$ cat config.mk
export PLATFORM = sky130hd
export DESIGN_NAME = ps2_host_tx
export DESIGN_NICKNAME = d
export VERILOG_FILES = /design/src/rtl/ps2_host_tx.sv
export SDC_FILE = /design/constraint.sdc
export NUM_CORES = 1
export LEC_CHECK = 0
export CELL_PAD_IN_SITES_DETAIL_PLACEMENT = 1
export CELL_PAD_IN_SITES_GLOBAL_PLACEMENT = 2
export CORE_MARGIN = 1.5
export CORE_UTILIZATION = 40
export DETAILED_ROUTE_END_ITERATION = 8
export GPL_TIMING_DRIVEN = 1
export HOLD_SLACK_MARGIN = 0.08
export PLACE_DENSITY_LB_ADDON = 0.1
export SLEW_MARGIN = 10
export SYNTH_ARGS = -nofsm -noshare
export SYNTH_HDL_FRONTEND = slang
export SYNTH_SLANG_ARGS = --single-unit
$ cat constraint.sdc
create_clock -name clk -period 5 [get_ports clk]
set_input_delay 1.25 -clock clk [delete_from_list [all_inputs] [get_ports clk]]
set_output_delay 1.25 -clock clk [all_outputs]
set_load 0.005 [all_outputs]
$ cat src/rtl/ps2_host_tx.sv
// ---------------------------------------------------------------------------
// ps2_host_tx
// Host-to-device PS/2 transmitter. Sends one command byte per request to the
// keyboard (reset 0xFF, LED 0xED + mask, enable 0xF4) using the standard
// host request sequence: inhibit the clock, pull data low for the start bit,
// release the clock, then present bits on each device clock fall.
//
// Ports:
//   clk          system clock
//   rst          asynchronous reset, active-low
//   tx_data      byte to send
//   tx_valid     request; accepted when tx_valid && tx_ready
//   tx_ready     high only while idle
//   ps2_clk_in   raw PS/2 clock line (asynchronous)
//   ps2_data_in  raw PS/2 data line (asynchronous)
//   ps2_clk_oe   1 = pull ps2_clk low, 0 = release
//   ps2_data_oe  1 = pull ps2_data low, 0 = release
//   busy         high whenever not idle (lets the top mask the receiver)
//   tx_done      one-cycle pulse: frame ACKed and bus idle again
//   tx_err       one-cycle pulse: NACK or timeout
// ---------------------------------------------------------------------------
module ps2_host_tx #(
    parameter int CLK_HZ         = 100000000,
    parameter int INHIBIT_US     = 100,
    parameter int TIMEOUT_CYCLES = 1500000
) (
    input  logic       clk,
    input  logic       rst,
    input  logic [7:0] tx_data,
    input  logic       tx_valid,
    output logic       tx_ready,
    input  logic       ps2_clk_in,
    input  logic       ps2_data_in,
    output logic       ps2_clk_oe,
    output logic       ps2_data_oe,
    output logic       busy,
    output logic       tx_done,
    output logic       tx_err
);

    localparam int          CNT_W          = 21;
    localparam int          INHIBIT_CYCLES = CLK_HZ / 1000000 * INHIBIT_US;
    localparam logic [CNT_W-1:0] INH_LAST  = CNT_W'(INHIBIT_CYCLES - 1);
    localparam logic [CNT_W-1:0] TO_LAST   = CNT_W'(TIMEOUT_CYCLES - 1);

    typedef enum logic [2:0] {
        S_IDLE,
        S_INHIBIT,
        S_RQST,
        S_SHIFT,
        S_ACK,
        S_WAIT_IDLE
    } state_t;

    state_t state_reg, state_next;

    // -----------------------------------------------------------------------
    // Input synchronizers: bit 0 = clock line, bit 1 = data line. Both lines
    // share the same depth so a sampled data bit lines up with its clock fall.
    // -----------------------------------------------------------------------
    logic [1:0] line_raw;
    logic [1:0] line_sync;

    assign line_raw = {ps2_data_in, ps2_clk_in};

    generate
        for (genvar gi = 0; gi < 2; gi++) begin : g_sync
            logic meta_reg;
            logic sync_reg;

            always_ff @(posedge clk or negedge rst) begin
                if (!rst) begin
                    meta_reg <= 1'b1;
                    sync_reg <= 1'b1;
                end else begin
                    meta_reg <= line_raw[gi];
                    sync_reg <= meta_reg;
                end
            end

            assign line_sync[gi] = sync_reg;
        end
    endgenerate

    logic clk_s;
    logic data_s;
    logic clk_prev_reg;
    logic fall;

    assign clk_s  = line_sync[0];
    assign data_s = line_sync[1];

    always_ff @(posedge clk or negedge rst) begin
        if (!rst) begin
            clk_prev_reg <= 1'b1;
        end else begin
            clk_prev_reg <= clk_s;
        end
    end

    assign fall = clk_prev_reg & ~clk_s;

    // -----------------------------------------------------------------------
    // Datapath registers
    // -----------------------------------------------------------------------
    logic [CNT_W-1:0] cnt_reg;       // inhibit length, then request timeout
    logic [3:0]       bit_cnt_reg;   // device clock falls seen in SHIFT
    logic [7:0]       shreg_reg;
    logic             par_reg;
    logic             data_oe_reg;   // data drive level while the device clocks
    logic             idle_seen_reg; // previous cycle already had an idle bus

    logic in_frame;
    logic timeout;
    logic inhibit_last;
    logic bus_idle;
    logic idle_done;
    logic nack;

    assign in_frame     = (state_reg == S_RQST) || (state_reg == S_SHIFT) ||
                          (state_reg == S_ACK);
    assign timeout      = in_frame && (cnt_reg == TO_LAST);
    assign inhibit_last = (state_reg == S_INHIBIT) && (cnt_reg == INH_LAST);
    assign bus_idle     = clk_s & data_s;
    assign idle_done    = (state_reg == S_WAIT_IDLE) && bus_idle && idle_seen_reg;
    assign nack         = (state_reg == S_ACK) && fall && data_s && !timeout;

    // State register
    always_ff @(posedge clk or negedge rst) begin
        if (!rst) begin
            state_reg <= S_IDLE;
        end else begin
            state_reg <= state_next;
        end
    end

    // Next-state logic; timeout is checked first so it wins over a fall.
    always_comb begin
        state_next = state_reg;
        case (state_reg)
            S_IDLE: begin
                if (tx_valid) begin
                    state_next = S_INHIBIT;
                end
            end
            S_INHIBIT: begin
                if (inhibit_last) begin
                    state_next = S_RQST;
                end
            end
            S_RQST: begin
                // Start bit is already on the bus; wait for the device in SHIFT.
                if (timeout) begin
                    state_next = S_IDLE;
                end else begin
                    state_next = S_SHIFT;
                end
            end
            S_SHIFT: begin
                if (timeout) begin
                    state_next = S_IDLE;
                end else if (fall && (bit_cnt_reg == 4'd9)) begin
                    state_next = S_ACK;
                end
            end
            S_ACK: begin
                if (timeout) begin
                    state_next = S_IDLE;
                end else if (fall) begin
                    state_next = data_s ? S_IDLE : S_WAIT_IDLE;
                end
            end
            S_WAIT_IDLE: begin
                if (idle_done) begin
                    state_next = S_IDLE;
                end
            end
            default: state_next = S_IDLE;
        endcase
    end

    // Output logic
    always_comb begin
        tx_ready    = (state_reg == S_IDLE);
        busy        = (state_reg != S_IDLE);
        ps2_clk_oe  = (state_reg == S_INHIBIT);
        // Data goes low in the last inhibit cycle so it is already low when
        // the clock is released; a timeout drops both lines in its own cycle.
        ps2_data_oe = inhibit_last || (in_frame && data_oe_reg && !timeout);
        tx_done     = idle_done;
        tx_err      = timeout || nack;
    end

    // Datapath: counters, shift register and data drive level
    always_ff @(posedge clk or negedge rst) begin
        if (!rst) begin
            cnt_reg       <= '0;
            bit_cnt_reg   <= '0;
            shreg_reg     <= '0;
            par_reg       <= 1'b0;
            data_oe_reg   <= 1'b0;
            idle_seen_reg <= 1'b0;
        end else begin
            case (state_reg)
                S_IDLE: begin
                    data_oe_reg   <= 1'b0;
                    idle_seen_reg <= 1'b0;
                    if (tx_valid) begin
                        shreg_reg   <= tx_data;
                        par_reg     <= ~^tx_data;
                        bit_cnt_reg <= '0;
                        cnt_reg     <= '0;
                    end
                end
                S_INHIBIT: begin
                    if (inhibit_last) begin
                        cnt_reg     <= '0;
                        data_oe_reg <= 1'b1;
                    end else begin
                        cnt_reg <= cnt_reg + 1'b1;
                    end
                end
                S_RQST, S_SHIFT, S_ACK: begin
                    cnt_reg <= cnt_reg + 1'b1;
                    if (timeout) begin
                        data_oe_reg <= 1'b0;
                    end else if (fall && (state_reg == S_SHIFT)) begin
                        bit_cnt_reg <= bit_cnt_reg + 1'b1;
                        if (bit_cnt_reg < 4'd8) begin
                            data_oe_reg <= ~shreg_reg[0];
                            shreg_reg   <= shreg_reg >> 1;
                        end else if (bit_cnt_reg == 4'd8) begin
                            data_oe_reg <= ~par_reg;
                        end else begin
                            data_oe_reg <= 1'b0;
                        end
                    end else if (state_reg == S_ACK) begin
                        data_oe_reg <= 1'b0;
                    end
                    idle_seen_reg <= 1'b0;
                end
                S_WAIT_IDLE: begin
                    idle_seen_reg <= bus_idle;
                end
                default: begin
                    data_oe_reg <= 1'b0;
                end
            endcase
        end
    end

endmodule

==> flow_summary.json, run 1 <==
{
  "timing.fmax_ghz": 0.2374,
  "drt-total-wl_mm": 6.175,
  "post-route-util_pct": 45.97,
  "fin_crit_sh_pct": 84.24,
  "drtIter0Drc": 81,
  "die_y_um": 83.90,
  "yosysTopAreaCell": "dfrtp_1",
  "ant_nets": 0,
  "final_nets": 303,
  "timing.rr.start": "cnt_reg[12]$_DFFE_PN0P_",
  "synthFlopType": "dfrtp_1",
  "rows": 29,
  "tightest_slew_ps": 1015,
  "fin_skew_ps": 8.383,
  "p_leak_nw": 1.149,
  "synth-async-reset-ratio_pct": 100.0,
  "worst_ep_required_time_ps": 3750,
  "synth_most_common_cell": "dfrtp_1",
  "post-dp-hpwl_mm": 4.481,
  "avgSynthCellArea_um2": 9.731,
  "worst_ep_arrival_time_ps": 2960,
  "drv_slew": 0,
  "wl_per_cell_um": 16.96,
  "clk_path_buf_depth": 2,
  "status": "completed",
  "cts_tree": "yes",
  "ys_seq_area_share_pct": 42.30,
  "grt_pass1_wl_mm": 11.02,
  "htreeDepth": 2,
  "finalHoldViolations": 0,
  "clk_pin_slew_ps": 90,
  "syn-num-nets": 286,
  "die_w_um": 83.90,
  "grt_max_degree": 45,
  "criticalPathCategory": "reg2out",
  "maxCapViolations": 0,
  "min_period_ps": 4212,
  "crit_start": "cnt_reg[12]$_DFFE_PN0P_",
  "coreArea_um2": 6350,
  "cts_resized": 0,
  "final_cell_count_no_fill": 364,
  "power_mw": 0.6312,
  "grt_overflow_total": 0,
  "drcViolationCount": 0,
  "layout-drive-gt1-share_pct": 14.98,
  "via_per_inst": 5.522,
  "antenna_found_initial": 0,
  "antenna_cells": 0,
  "worst_slack_ps": 787.8,
  "placed_area_um2": 2825,
  "clkSinkCount": 44,
  "postLayoutCellArea_um2": 2919,
  "min_path_type": "reg2reg",
  "ir_worst_vdd_v": 0.0001214,
  "whs_path_depth": 0,
  "gp_congestion": 0.7648,
  "ctsHoldBuffers": 0,
  "yosys_warnings": 0,
  "vias": 2010,
  "cts_setup_buffers": 0,
  "setup_viol": 0,
  "synth.distinct_cells": 55,
  "worstSkewPairLatency_ps": 300,
  "rsz0062_at_grt": "no",
  "cp-endpoint": "tx_err",
  "reg2reg_setup_slack_ps": 1930,
  "hold-worst-slack_ps": 358.4,
  "cp-end-kind": "output port",
  "place_inst": 356,
  "synthesis.area_um2": 2618,
  "grt_pass1_vias": 2142,
  "synth_top_area_share_pct": 37.28,
  "dp_slack_ps": 1141,
  "start_util_pct": 41.22,
  "portBuffers": 18,
  "ctsRootBufferMaster": "clkbuf_8",
  "grt_use_total_pct": 19.54,
  "max_slew_margin_pct": 32.33,
  "crit_path_max_fanout": 9,
  "dr.pass1.iters": 4,
  "regToRegEndpoint": "cnt_reg[8]$_DFFE_PN0P_",
  "syn_inst": 269,
  "reg2regPathDepth": 5,
  "setup_tns_ps": 0,
  "netlist_top_cells_count": "39 x dfrtp_1, 33 x nand2_1, 28 x nor2_1",
  "startpoint_type": "register",
  "synth-edff-count": 0,
  "io_pins": 19,
  "cts-buffers-inserted": 5,
  "syn2layout_area_growth_pct": 11.52,
  "largest_register_ffs": 21,
  "synth_seq_cells": 44,
  "dieArea_um2": 7038,
  "ys_top_cells_by_area": "dfrtp_1 37%, xnor2_1 7.0%, dfstp_2 5.0%",
  "p_per_area_nw_per_um2": 216.2
}
==> how the worst min path moves through the flow <==
| stage | endpoint | startpoint | slack (ps) |
|---|---|---|---|
| after floorplan | clk_s$_DFF_PN1_ | g_sync[0].meta_reg$_DFF_PN1_ | 350 |
| after global placement | clk_s$_DFF_PN1_ | g_sync[0].meta_reg$_DFF_PN1_ | 350 |
| after detailed placement | clk_s$_DFF_PN1_ | g_sync[0].meta_reg$_DFF_PN1_ | 350 |
| after CTS | clk_s$_DFF_PN1_ | g_sync[0].meta_reg$_DFF_PN1_ | 360 |
| after global routing | clk_s$_DFF_PN1_ | g_sync[0].meta_reg$_DFF_PN1_ | 370 |
| final | clk_s$_DFF_PN1_ | g_sync[0].meta_reg$_DFF_PN1_ | 360 |
==> metal layers <==
| metal | vias to the layer above | track usage, % | share of wire (%) |
|---|---|---|---|
| met5 | - | 0 | 0 |
| met4 | 0 | 4.620 | 0.84 |
| met3 | 5 | 3.363 | 1.9 |
| met2 | 25 | 30.65 | 47 |
| met1 | 992 | 28.20 | 50 |
| li1 | 988 | - | - |
==> where the power goes <==
part           switching (mW)  internal, mW
Sequential            0.00137         0.359
Clock                   0.124         0.112
Combinational          0.0173        0.0169
==> placed cells by master (no fill, tap or decap), drive strengths merged, types with 8 or more instances in the layout <==
cell | netlist | routed
inv | 12 | 12
nand2 | 33 | 33
clkdlybuf4s50 | 0 | 17
nor3 | 10 | 10
nor2 | 28 | 28
xnor2 | 21 | 21
nand3 | 9 | 9
dfrtp | 39 | 39
mux2 | 15 | 15
o21ai | 12 | 12
nor4 | 8 | 8
==> logic make-up (layout without fill, tap and decap cells) <==
logic type | after synthesis | in the layout | share of synthesized area, %
buffers and inverters | 21 | 39 | 4.445
AOI/OAI and AO/OA | 42 | 42 | 11.47
adders and majority gates | 4 | 4 | 1.912
xor gates and xnor gates | 23 | 23 | 7.696
DFF | 44 | 44 | 42.30
and+or+nand+nor | 118 | 118 | 23.95
muxes | 17 | 17 | 8.222
==> area by class of cell <==
class,count,area [um2]
inverters,12,45.04
multi-input cells,204,1394
fillers,736,3431
clock buffers,7,86.33
clock inverters,1,7.507
repair buffers,19,182.7
well taps,77,96.34
flip-flops and latches,44,1107
==> critical path, stage by stage, from the launching register on <==
cell             delay, ps
dfrtp_1                430
or4_4                  580
nor4_4                 530
nand2_1                210
a21oi_1                220
o2bb2ai_1              160
clkdlybuf4s50_1        530
Power figures use the tool's default switching activity.
==> run 2: changes to the inputs <==
--- a/config.mk
+++ b/config.mk
@@ -8,7 +8,7 @@
 export CELL_PAD_IN_SITES_DETAIL_PLACEMENT = 1
 export CELL_PAD_IN_SITES_GLOBAL_PLACEMENT = 2
 export CORE_MARGIN = 1.5
-export CORE_UTILIZATION = 40
+export CORE_UTILIZATION = 38
 export DETAILED_ROUTE_END_ITERATION = 8
 export GPL_TIMING_DRIVEN = 1
 export HOLD_SLACK_MARGIN = 0.08
==> constraint.sdc (replaced) <==
create_clock -name clk -period 4.1 [get_ports clk]
set_input_delay 1.025 -clock clk [delete_from_list [all_inputs] [get_ports clk]]
set_output_delay 1.025 -clock clk [all_outputs]
set_load 0.005 [all_outputs]
==> run 2 against run 1 <==
Against the previous run:
- register-to-register slack worse by 350 ps
- sequential share of layout area decreased by 0.78 points
- global-route usage is 0.99 points lower
- via count up 0.25%
- flip-flop and latch count stayed put
- core utilization shrank 1.6 points
- worst hold slack gained 7.1 ps
- combinational power is 22% higher
- sequential power rose by 22%
- critical endpoint unchanged
==> flow_summary.json, run 2 (synthesis gave the netlist of run 1 again) <==
{
  "dieArea_um2": 7395,
  "regArea_um2": 1107,
  "placed_area_um2": 2859,
  "grt_pass1_wl_mm": 10.78,
  "worst_slack_ps": 333.3,
  "maxCapViolations": 0,
  "finalHoldViolations": 0,
  "worst_ep_required_time_ps": 3070,
  "power.internal_mw": 0.6582,
  "p_per_area_nw_per_um2": 282.4,
  "layout-drive-gt1-share_pct": 16.49,
  "gp_congestion": 0.7542,
  "place_inst": 363,
  "ant_nets": 0,
  "layout_common_cells": "39 x dfrtp_1, 33 x nand2_1, 28 x nor2_1",
  "drt-total-wl_mm": 6.106,
  "crit_path_max_fanout": 6,
  "clk_pin_slew_ps": 90,
  "clkPwrFrac_pct": 42.9,
  "clkSinkCount": 44,
  "worstSkewPairLatency_ps": 300,
  "io_pins": 19,
  "largest_register_ffs": 21,
  "post-route-util_pct": 44.36,
  "ctsRootBufferMaster": "clkbuf_8",
  "p_leak_nw": 1.188,
  "max_slew_margin_pct": 32.11,
  "die_y_um": 86.00,
  "clk_path_buf_depth": 2,
  "fin_skew_ps": 11.09,
  "post-dp-hpwl_mm": 4.469,
  "min_period_ps": 3767,
  "criticalPathCategory": "reg2out",
  "setup_tns_ps": 0,
  "vias": 2015,
  "worst_ep_arrival_time_ps": 2740,
  "final_common_cell": "dfrtp_1",
  "status": "completed",
  "antenna_cells": 0,
  "drv_slew": 0,
  "power_mw": 0.8417,
  "tightest_slew_ps": 1018,
  "cts_tree": "yes",
  "start_util_pct": 38.96,
  "dr.pass1.iters": 4,
  "fin_crit_sh_pct": 91.87,
  "cts_resized": 0,
  "final_cell_count_no_fill": 371,
  "antenna_found_initial": 0,
  "dp_slack_ps": 671.1,
  "grt_max_degree": 45,
  "final_nets": 307,
  "drtIter0Drc": 60,
  "ir_worst_vdd_v": 0.0002015,
  "coreArea_um2": 6719,
  "startpoint_type": "register",
  "grt_overflow_total": 0,
  "power_switching_mw": 0.1835,
  "rsz0062_at_grt": "no",
  "grt_use_total_pct": 18.55,
  "cts_setup_buffers": 0,
  "htreeDepth": 2,
  "ctsHoldBuffers": 0,
  "syn2layout_area_growth_pct": 13.86,
  "rows": 30,
  "wl_per_cell_um": 16.46,
  "seqPwrFrac_pct": 52.2,
  "hold-worst-slack_ps": 365.5,
  "timing.fmax_ghz": 0.2655,
  "p_sw_share_pct": 21.81,
  "die_w_um": 86.00,
  "postLayoutCellArea_um2": 2980,
  "cp-end-kind": "output port",
  "multiInputGateArea_um2": 1394,
  "portBuffers": 18,
  "min_path_type": "reg2reg",
  "setup_viol": 0,
  "fillCellCount": 763,
  "power_frac_comb_pct": 4.9,
  "cts-buffers-inserted": 5,
  "via_per_inst": 5.431,
  "drcViolationCount": 0,
  "grt_pass1_vias": 2081
}
## run 2: path summary, 6_finish.rpt
kind,start,endpoint,slack (ps),cells after the start
hold reg to reg,g_sync[0].meta_reg$_DFF_PN1_,clk_s$_DFF_PN1_,370,0
setup reg to reg,cnt_reg[11]$_DFFE_PN0P_,shreg_reg[4]$_DFFE_PN0P_,1580,6
hold / removal,g_sync[0].meta_reg$_DFF_PN1_,clk_s$_DFF_PN1_,370,0
setup / recovery,cnt_reg[11]$_DFFE_PN0P_,tx_err,330,6
max in group asynchronous,rst,cnt_reg[7]$_DFFE_PN0P_,2580,1
min in group asynchronous,rst,state_reg[0]$_DFFE_PN0P_,900,1
## run 2: power groups by stage
stage          clock (mW)  sequential (mW)  combinational [mW]
2_1_floorplan           0            0.448              0.0162
5_1_grt             0.386            0.440              0.0463
3_5_place_dp            0            0.448              0.0426
3_3_place_gp            0            0.448              0.0424
6_report            0.361            0.440              0.0415
4_1_cts             0.374            0.440              0.0427
## run 2: routing by layer
metal / up-vias / routed length, um / global-route usage [%] / share of wire [%]
met1: 992 / 3305 / 28.30 / 54
met3: 4 / 114 / 2.887 / 1.9
met5: - / 0 / 0 / 0
met4: 0 / 40 / 3.519 / 0.66
li1: 997 / - / - / -
met2: 22 / 2644 / 27.92 / 43
## run 2: worst max-delay path, stage by stage (launching register included)
cell and delay [ps]:
dfrtp_1 450, or4_4 570, nor4_4 360, nand2_1 180, a21oi_1 220, o2bb2ai_1 150
clkdlybuf4s50_1 520
## run 2: area by class of cell
cell class              instances  share of cell area [%]
clock inverters                 2                   1.301
inverters                      12                   1.511
multi-input cells             204                   46.77
flip-flops and latches         44                   37.15
repair buffers                 23                   7.137
well taps                      80                   3.359
clock buffers                   6                   2.771
==> run 3: changes to the inputs <==
--- a/config.mk
+++ b/config.mk
@@ -9,6 +9,7 @@
 export CELL_PAD_IN_SITES_GLOBAL_PLACEMENT = 2
 export CORE_MARGIN = 1.5
 export CORE_UTILIZATION = 38
+export CTS_CLUSTER_DIAMETER = 60
 export DETAILED_ROUTE_END_ITERATION = 8
 export GPL_TIMING_DRIVEN = 1
 export HOLD_SLACK_MARGIN = 0.08
==> results of run 3 <==
The final DEF is identical to that of run 2; final timing and power are the same.
